<file path="src/rtl/reset_seq_gen.sv">
// rtl/reset_seq_gen.sv - multi-source reset sequencer with glitch filtering,
// hold-off and staged, ascending-order release of NUM_OUT reset domains.
module reset_seq_gen #(
  parameter int                 NUM_SRC     = 4,
  parameter int                 NUM_OUT     = 4,
  parameter int                 HOLD_CYCLES = 256,
  parameter int                 STAGE_GAP   = 16,
  parameter int                 FILT_CYCLES = 8,
  parameter logic [NUM_SRC-1:0] FILT_MASK   = NUM_SRC'(4'b0010),
  parameter int                 CNT_W       = 32
) (
  input  logic               sys_clk,
  input  logic               sys_reset,
  input  logic [NUM_SRC-1:0] src_reset,
  input  logic [NUM_SRC-1:0] src_enable,
  input  logic               sw_reset,
  input  logic               cause_clr,
  output logic [NUM_OUT-1:0] rst_out,
  output logic [NUM_OUT-1:0] rst_out_n,
  output logic               all_released,
  output logic [NUM_SRC-1:0] cause,
  output logic               sw_cause,
  output logic [1:0]         state
);

  localparam int HOLD_EFF = (HOLD_CYCLES == 0) ? 1 : HOLD_CYCLES;
  localparam int FILT_W   = $clog2(FILT_CYCLES + 1);
  localparam int IDX_W    = (NUM_OUT > 1) ? $clog2(NUM_OUT) : 1;

  localparam logic [CNT_W-1:0]  HOLD_LAST = CNT_W'(HOLD_EFF - 1);
  localparam logic [CNT_W-1:0]  GAP_LAST  = CNT_W'((STAGE_GAP > 0) ? STAGE_GAP - 1 : 0);
  localparam logic [FILT_W-1:0] FILT_MAX  = FILT_W'(FILT_CYCLES);
  localparam logic [FILT_W-1:0] FILT_ARM  = FILT_W'(FILT_CYCLES - 1);
  localparam logic [IDX_W-1:0]  LAST_IDX  = IDX_W'(NUM_OUT - 1);

  typedef enum logic [1:0] {
    ST_ASSERT = 2'd0,
    ST_HOLD   = 2'd1,
    ST_STAGE  = 2'd2,
    ST_RUN    = 2'd3
  } state_t;

  logic [NUM_SRC-1:0] s1;
  logic [NUM_SRC-1:0] s2;
  logic [NUM_SRC-1:0] act;
  logic [FILT_W-1:0]  filt_cnt [NUM_SRC];

  // act is registered so unfiltered sources see sync+1 latency; filtered ones
  // arm from the pre-increment count so they land at sync+FILT_CYCLES.
  always_ff @(posedge sys_clk or posedge sys_reset) begin
    if (sys_reset) begin
      s1  <= '0;
      s2  <= '0;
      act <= '0;
      for (int i = 0; i < NUM_SRC; i++) filt_cnt[i] <= '0;
    end else begin
      s1 <= src_reset;
      s2 <= s1;
      for (int i = 0; i < NUM_SRC; i++) begin
        if (FILT_MASK[i]) begin
          if (s2[i]) begin
            if (filt_cnt[i] != FILT_MAX) filt_cnt[i] <= filt_cnt[i] + 1'b1;
            act[i] <= (filt_cnt[i] >= FILT_ARM);
          end else begin
            filt_cnt[i] <= '0;
            act[i]      <= 1'b0;
          end
        end else begin
          filt_cnt[i] <= '0;
          act[i]      <= s2[i];
        end
      end
    end
  end

  logic [NUM_SRC-1:0] act_en;
  logic               src_trig;
  logic               trig;

  assign act_en   = act & src_enable;
  assign src_trig = |act_en;
  assign trig     = src_trig | sw_reset;

  state_t           st;
  logic [CNT_W-1:0] cnt;
  logic [IDX_W-1:0] idx;

  assign state = st;

  always_ff @(posedge sys_clk or posedge sys_reset) begin
    if (sys_reset) begin
      st           <= ST_ASSERT;
      cnt          <= '0;
      idx          <= '0;
      rst_out      <= '1;
      rst_out_n    <= '0;
      all_released <= 1'b0;
      cause        <= '0;
      sw_cause     <= 1'b0;
    end else if (st != ST_ASSERT && trig) begin
      // Any partial sequence restarts from scratch; new cause bits win over clear.
      st           <= ST_ASSERT;
      cnt          <= '0;
      idx          <= '0;
      rst_out      <= '1;
      rst_out_n    <= '0;
      all_released <= 1'b0;
      cause        <= (cause_clr ? '0 : cause) | act_en;
      sw_cause     <= (cause_clr ? 1'b0 : sw_cause) | sw_reset;
    end else begin
      if (cause_clr) begin
        cause    <= '0;
        sw_cause <= 1'b0;
      end
      case (st)
        ST_ASSERT: begin
          rst_out      <= '1;
          rst_out_n    <= '0;
          all_released <= 1'b0;
          if (!src_trig) begin
            st  <= ST_HOLD;
            cnt <= '0;
          end
        end
        ST_HOLD: begin
          if (cnt == HOLD_LAST) begin
            cnt <= '0;
            if (NUM_OUT == 1 || STAGE_GAP == 0) begin
              rst_out      <= '0;
              rst_out_n    <= '1;
              all_released <= 1'b1;
              st           <= ST_RUN;
            end else begin
              rst_out[0]   <= 1'b0;
              rst_out_n[0] <= 1'b1;
              idx          <= IDX_W'(1);
              st           <= ST_STAGE;
            end
          end else begin
            cnt <= cnt + 1'b1;
          end
        end
        ST_STAGE: begin
          if (cnt == GAP_LAST) begin
            cnt            <= '0;
            rst_out[idx]   <= 1'b0;
            rst_out_n[idx] <= 1'b1;
            if (idx == LAST_IDX) begin
              all_released <= 1'b1;
              st           <= ST_RUN;
            end else begin
              idx <= idx + 1'b1;
            end
          end else begin
            cnt <= cnt + 1'b1;
          end
        end
        default: begin
          rst_out      <= '0;
          rst_out_n    <= '1;
          all_released <= 1'b1;
        end
      endcase
    end
  end

endmodule

</file>
<file path="config.mk">
export PLATFORM = sky130hd
export DESIGN_NAME = reset_seq_gen
export DESIGN_NICKNAME = d
export VERILOG_FILES = /design/src/rtl/reset_seq_gen.sv
export SDC_FILE = /design/constraint.sdc
export NUM_CORES = 1
export LEC_CHECK = 0
export CORE_MARGIN = 2
export CORE_UTILIZATION = 53
export CTS_CLUSTER_DIAMETER = 150
export CTS_CLUSTER_SIZE = 10
export DETAILED_ROUTE_END_ITERATION = 12
export PLACE_DENSITY = 0.75
export SKIP_LAST_GASP = 1
export SLEW_MARGIN = 10
export SYNTH_ARGS = -nofsm -noshare
export SYNTH_HDL_FRONTEND = slang
export SYNTH_SLANG_ARGS = --single-unit
</file>
<file path="constraint.sdc">
create_clock -name sys_clk -period 2.45 [get_ports sys_clk]
set_input_delay 0.49 -clock sys_clk [delete_from_list [all_inputs] [get_ports sys_clk]]
set_output_delay 0.49 -clock sys_clk [all_outputs]
set_load 0.02 [all_outputs]
</file>
==> impl_metrics.ini, run 1 <==
[status]
status = finished, final reports clean

[floorplanning]
dieArea_um2 = 8090
dieHeight_um = 89.9
io_pins = 28
die_w_um = 89.9
rows = 31
core-area_um2 = 7210
start_util_pct = 54.2

[logic_synthesis]
ys_seq_area_share_pct = 42.3
synthArstFlopShare_pct = 100
synthFlopType = dfrtp_1
synth_nets = 422
syn_inst = 400
synth_cell_types = 60
synth-edff-count = 0
yosysTopAreaCellShare_pct = 39.7
synth_common_cells = dfrtp_1, nand2_1, o211ai_1
synth_top_area_cell = dfrtp_1
synth.cell_area_um2 = 3910
ys_ff_latch = 66
synthTopCellsByArea = dfrtp_1, o211ai_1, nand2_1, ha_1, o211ai_2
ys_warn_count = 0
avgSynthCellArea_um2 = 9.78
post-synth-top-count-cell = dfrtp_1

[route]
drtPass1Iterations = 5
via_per_inst = 6.18
drtAntennaViolNets = 0
drc = 0
drt-total-wl_um = 9770
vias = 3481
drtIter0Drc = 356
routedWlPerCell_um = 17.3

[worst_setup_path]
crit_arrival_ps = 2550
setup.worst_path.start_class = flip-flop
required_ps = 2670
cp_top_family = compound AO/OA/AOI/OAI gates
worst-setup-path-type = flip-flop to flip-flop
cp_slowest_cell = dfrtp_1
cp_num_buf_inv = 2
critPathMaxStageDelay_ps = 450
worstPathMaxFanout = 21
crit_top_cell = buf_4
cp-end-kind = flip-flop
crit_path_cell_trace = nor4_1 -> nand2_1 -> o31a_1 -> buf_4 -> buf_4 -> o2111ai_1 -> o311ai_2

[clock_tree]
cts_tree = yes
clk_latency_ps = 350
cts_buffers = 9
cts_sinks = 66
clock_path_buffers = 2
cts_max_level = 3
root_buffer = clkbuf_8
clkTransAtPathRegs_ps = 80

[pwr]
p_leak_nw = 1.96
p_sw_share_pct = 38.5
p_total_w = 0.00424
power_frac_seq_pct = 30.7
combPwrFrac_pct = 41.9
power_switching_w = 0.00163
p_int_w = 0.00261
irDropWorstVdd_v = 0.000529
power_density_nw_per_um2 = 885
clkPwrFrac_pct = 27.4

[sta]
setup_viol = 0
holdWs_ps = 348
hold_violations = 0
slew-limit-headroom_pct = 54.1
fmax_ghz = 0.429
maxSlewViolCount = 0
rsz0062_at_grt = yes
fin_crit_ps = 2330
period_share_pct = 95.2
fin_worst_skew_ps = 9.41
fin_tns_setup_ps = 0
tightest_slew_ps = 685

[final_layout]
drive_above_1_share_pct = 22.2
n_fill_cell = 589
area.growth.synth_to_final_pct = 22.6
fin_cells = 563
nNetsFinal = 481
antennaDiodeCount = 0

[grt]
grt_max_degree = 67
antenna_found_initial = 0
grt_pass1_vias = 3324
grt_overflow = 0
grt_pass1_wl_um = 16300
grt.total_usage_pct = 24.9

[placed_design]
hpwl_um = 6820
gp_congestion = 0.856
port_buffers = 27
placedCellCount = 546

[hold_path]
worst_hold_path_type = flip-flop to flip-flop

[run]
maxCapViolations = 0
[cells by family after synthesis]
kind of cell / share of synthesized area, %
mux: 0.768
compound gates: 25.5
buf+inv: 5.53
fa+ha+maj: 3.20
simple gates: 22.2
flops: 42.3
xor+xnor: 0.448
[worst paths after layout]
path,start,to,slack [ps],cells past startpoint
worst min register to register,s1[1],s2[1],350,0
worst max register to register,cnt[21],cnt[18],120,7
worst min-delay path,s1[1],s2[1],350,0
min in group asynchronous,sys_reset,filt_cnt[9],510,3
worst max-delay path,cnt[21],cnt[18],120,7
max in group asynchronous,sys_reset,rst_out[3],1610,3
[cell type report]
type / count / area, um2 / share of cell area (%)
Multi-Input combinational cell: 289 / 2050 / 42.8
Sequential cell: 66 / 1660 / 34.5
Timing Repair Buffer: 75 / 647 / 13.5
Clock inverter: 7 / 125 / 2.61
Clock buffer: 9 / 124 / 2.58
Tap cell: 99 / 124 / 2.58
Inverter: 18 / 67.6 / 1.41
[power groups by stage]
stage / logic [W] / clock network [W] / registers [W]
4_1_cts: 0.00175 / 0.00118 / 0.00131
5_1_grt: 0.00192 / 0.00123 / 0.00132
6_report: 0.00178 / 0.00116 / 0.00130
3_5_place_dp: 0.00174 / 0 / 0.00132
3_3_place_gp: 0.00171 / 0 / 0.00132
2_1_floorplan: 0.00101 / 0 / 0.00142
[registers in the layout, indices dropped and copies added, names as in the netlist]
| name | count |
|---|---|
| cnt | 32 |
| act | 4 |
| cause | 4 |
| filt_cnt | 4 |
| rst_out | 4 |
| rst_out_n | 4 |
| s1 | 4 |
| s2 | 4 |
| idx | 2 |
| state | 2 |
| all_released | 1 |
| sw_cause | 1 |
[cells in the final DEF (no fill, tap or decap), types with 11 or more instances in the layout]
cell,count
o211ai_1,28
nand3_1,15
buf_4,46
o31ai_1,11
dfrtp_1,62
clkdlybuf4s50_1,27
o2111ai_1,11
inv_1,17
nand2_1,55
[through the flow]
stage / setup slack [ps] / util, % / area [um2]
floorplan: 23.3 / - / 3920
global placement: -4.67 / 62.8 / 4530
detailed placement: -90.5 / 62.8 / 4530
CTS: 54.0 / 66.3 / 4790
global route: -3.13 / 66.5 / 4800
finish: 119 / 66.5 / 4800
[worst register-to-register path: stages (launching register included)]
cell	delay, ps
dfrtp_1	450
nor4_1	300
nand2_1	240
o31a_1	390
buf_4	200
buf_4	230
o2111ai_1	260
o311ai_2	140
[layer usage]
| layer | GRT usage, % | vias to the layer above | wire length [um] |
|---|---|---|---|
| li1 | - | 1651 | - |
| met1 | 34.8 | 1711 | 4390 |
| met2 | 38.7 | 109 | 4740 |
| met3 | 5.36 | 10 | 489 |
| met4 | 8.46 | 0 | 146 |
| met5 | 0 | - | 0 |
[repair_timing]
item,4_1_cts,5_1_grt
setup buffers,1,0
resized for setup,0,2
hold buffers,0,0
setup endpoints to repair,5,12
pin swaps,1,1
Note: power is estimated with default switching activity, not from simulation.
==> run 2: changes to the inputs <==
RECOVER_POWER = 25   (was default)
==> run 2 against run 1 <==
  * The run now ends with max-capacitance violations, max-slew violations left
  * Total power about the same
  * Critical path depth unchanged
  * Final cell count unchanged
  * Sequential cell count unchanged
  * Final area decreased by 0.31%
  * Setup slack got worse by 0.98 ps
  * Register-to-register slack about the same
  * Critical path type unchanged
  * Highest routed layer unchanged
==> impl_metrics.ini, run 2 (synthesis gave the netlist of run 1 again) <==
[final_layout]
n_fill_cell = 590
drive_above_1_share_pct = 22.0
largest_reg_flops = 32
area.growth.synth_to_final_pct = 22.2
antennaDiodeCount = 0
mostFrequentLayoutCells = dfrtp_1, nand2_1, buf_4
top_register = cnt
nNetsFinal = 481
layout_commonest_cell = dfrtp_1

[grt]
antenna_found_initial = 0
grt_overflow = 0
grt_pass1_vias = 3324
grt_pass1_wl_um = 16300
grt_max_degree = 67
grt.total_usage_pct = 24.9

[worst_setup_path]
timing.rr.start = cnt[21]
crit_top_cell = buf_4
worstPathMaxFanout = 21
setup.worst_path.start_class = flip-flop
r2r.worst_path.cells = 7
cp_slowest_cell = dfrtp_1
cp_top_family = compound AO/OA/AOI/OAI gates
r2r_slack_ps = 120
critPathMaxStageDelay_ps = 450
cp_num_buf_inv = 2
crit_arrival_ps = 2550
r2r-end = cnt[18]
cp-end-kind = flip-flop
crit_path_cell_trace = nor4_1 -> nand2_1 -> o31a_1 -> buf_4 -> buf_4 -> o2111ai_1 -> o311ai_2
required_ps = 2670
worst-setup-path-type = flip-flop to flip-flop

[pwr]
combPwrFrac_pct = 41.8
power_switching_w = 0.00164
p_total_w = 0.00424
power_density_nw_per_um2 = 887
p_leak_nw = 1.96
clkPwrFrac_pct = 27.4
irDropWorstVdd_v = 0.000529
p_int_w = 0.00261
power_frac_seq_pct = 30.8
p_sw_share_pct = 38.6

[clock_tree]
cts_sinks = 66
clkTransAtPathRegs_ps = 80
root_buffer = clkbuf_8
clk_latency_ps = 350
cts_buffers = 9
clock_path_buffers = 2
cts_max_level = 3
cts_tree = yes

[route]
m1WireLength_um = 4400
dr.max_layer_used = met4
drtIter0Drc = 356
routedWlPerCell_um = 17.3
drt-total-wl_um = 9770
drc = 0
wl_met3_um = 480
drtPass1Iterations = 5
via_per_inst = 6.19
drtAntennaViolNets = 0
wl_met2_um = 4730
vias = 3487

[floorplanning]
dieHeight_um = 89.9
io_pins = 28
rows = 31
dieArea_um2 = 8090
start_util_pct = 54.2
core-area_um2 = 7210
die_w_um = 89.9

[hold_path]
holdPathEnd = s2[1]
hp-start = s1[1]
worst_hold_path_type = flip-flop to flip-flop
hold_depth = 0

[sta]
hold_violations = 0
fmax_ghz = 0.429
tightest_slew_ps = 1670
rsz0062_at_grt = yes
slew-limit-headroom_pct = -11.6
setup_viol = 0
period_share_pct = 95.2
holdWs_ps = 347
fin_crit_ps = 2330
maxSlewViolCount = 67
fin_worst_skew_ps = 10.0

[placed_design]
gp_congestion = 0.856
hpwl_um = 6820
port_buffers = 27

[status]
status = finished, violations left
violations = max-capacitance violations, max-slew violations

[run]
maxCapViolations = 1
run 2: power by group through the flow:
stage               clock network [W]  logic, W  registers (W)
floorplan                           0   0.00101        0.00142
global placement                    0   0.00171        0.00132
detailed placement                  0   0.00174        0.00132
CTS                           0.00118   0.00175        0.00131
global route                  0.00123   0.00191        0.00132
finish                        0.00116   0.00177        0.00130
run 2: stage by stage:
step | instances | util [%] | setup TNS (ps) | setup WS [ps] | cell area, um2
2_1_floorplan | 400 | - | 0 | 23.3 | 3920
3_3_place_gp | 546 | 62.8 | -12.7 | -4.67 | 4530
3_5_place_dp | 546 | 62.8 | -363 | -90.5 | 4530
4_1_cts | 563 | 66.3 | 0 | 54.0 | 4790
5_1_grt | 563 | 66.3 | -3.13 | -3.13 | 4780
6_report | 563 | 66.3 | 0 | 118 | 4780
run 2: final cells by class:
type | instances | area, um2 | share of cell area, %
clock inverter | 7 | 125 | 2.62
multi-input combinational | 289 | 2050 | 42.9
tap | 99 | 124 | 2.59
timing repair buffer | 75 | 632 | 13.2
sequential | 66 | 1660 | 34.6
inverter | 18 | 67.6 | 1.41
clock buffer | 9 | 124 | 2.59
run 2: worst max-delay path by stage:
| stage | from | endpoint | slack (ps) | cells past startpoint |
|---|---|---|---|---|
| final | cnt[21] | cnt[18] | 120 | 7 |
| after detailed placement | src_enable[2] | cnt[18] | -90 | 7 |
| after global routing | cnt[21] | cnt[18] | -3 | 7 |
| after floorplan | state[0] | cnt[12] | 20 | 9 |
| after CTS | cnt[7] | cnt[17] | 50 | 7 |
| after global placement | src_enable[2] | cnt[19] | -5 | 7 |
run 2: metal layers:
metal  up-vias  global-route usage, %
met2       110                   38.7
met1      1714                   34.8
met4         0                   8.46
li1       1651                      -
met5         -                      0
met3        12                   5.36
run 2: repair_timing:
| item | in CTS | in global routing |
|---|---|---|
| resized for setup | 0 | 2 |
| pin swaps | 1 | 1 |
| setup buffers | 1 | 0 |
| setup endpoints to repair | 5 | 12 |
| hold buffers | 0 | 0 |
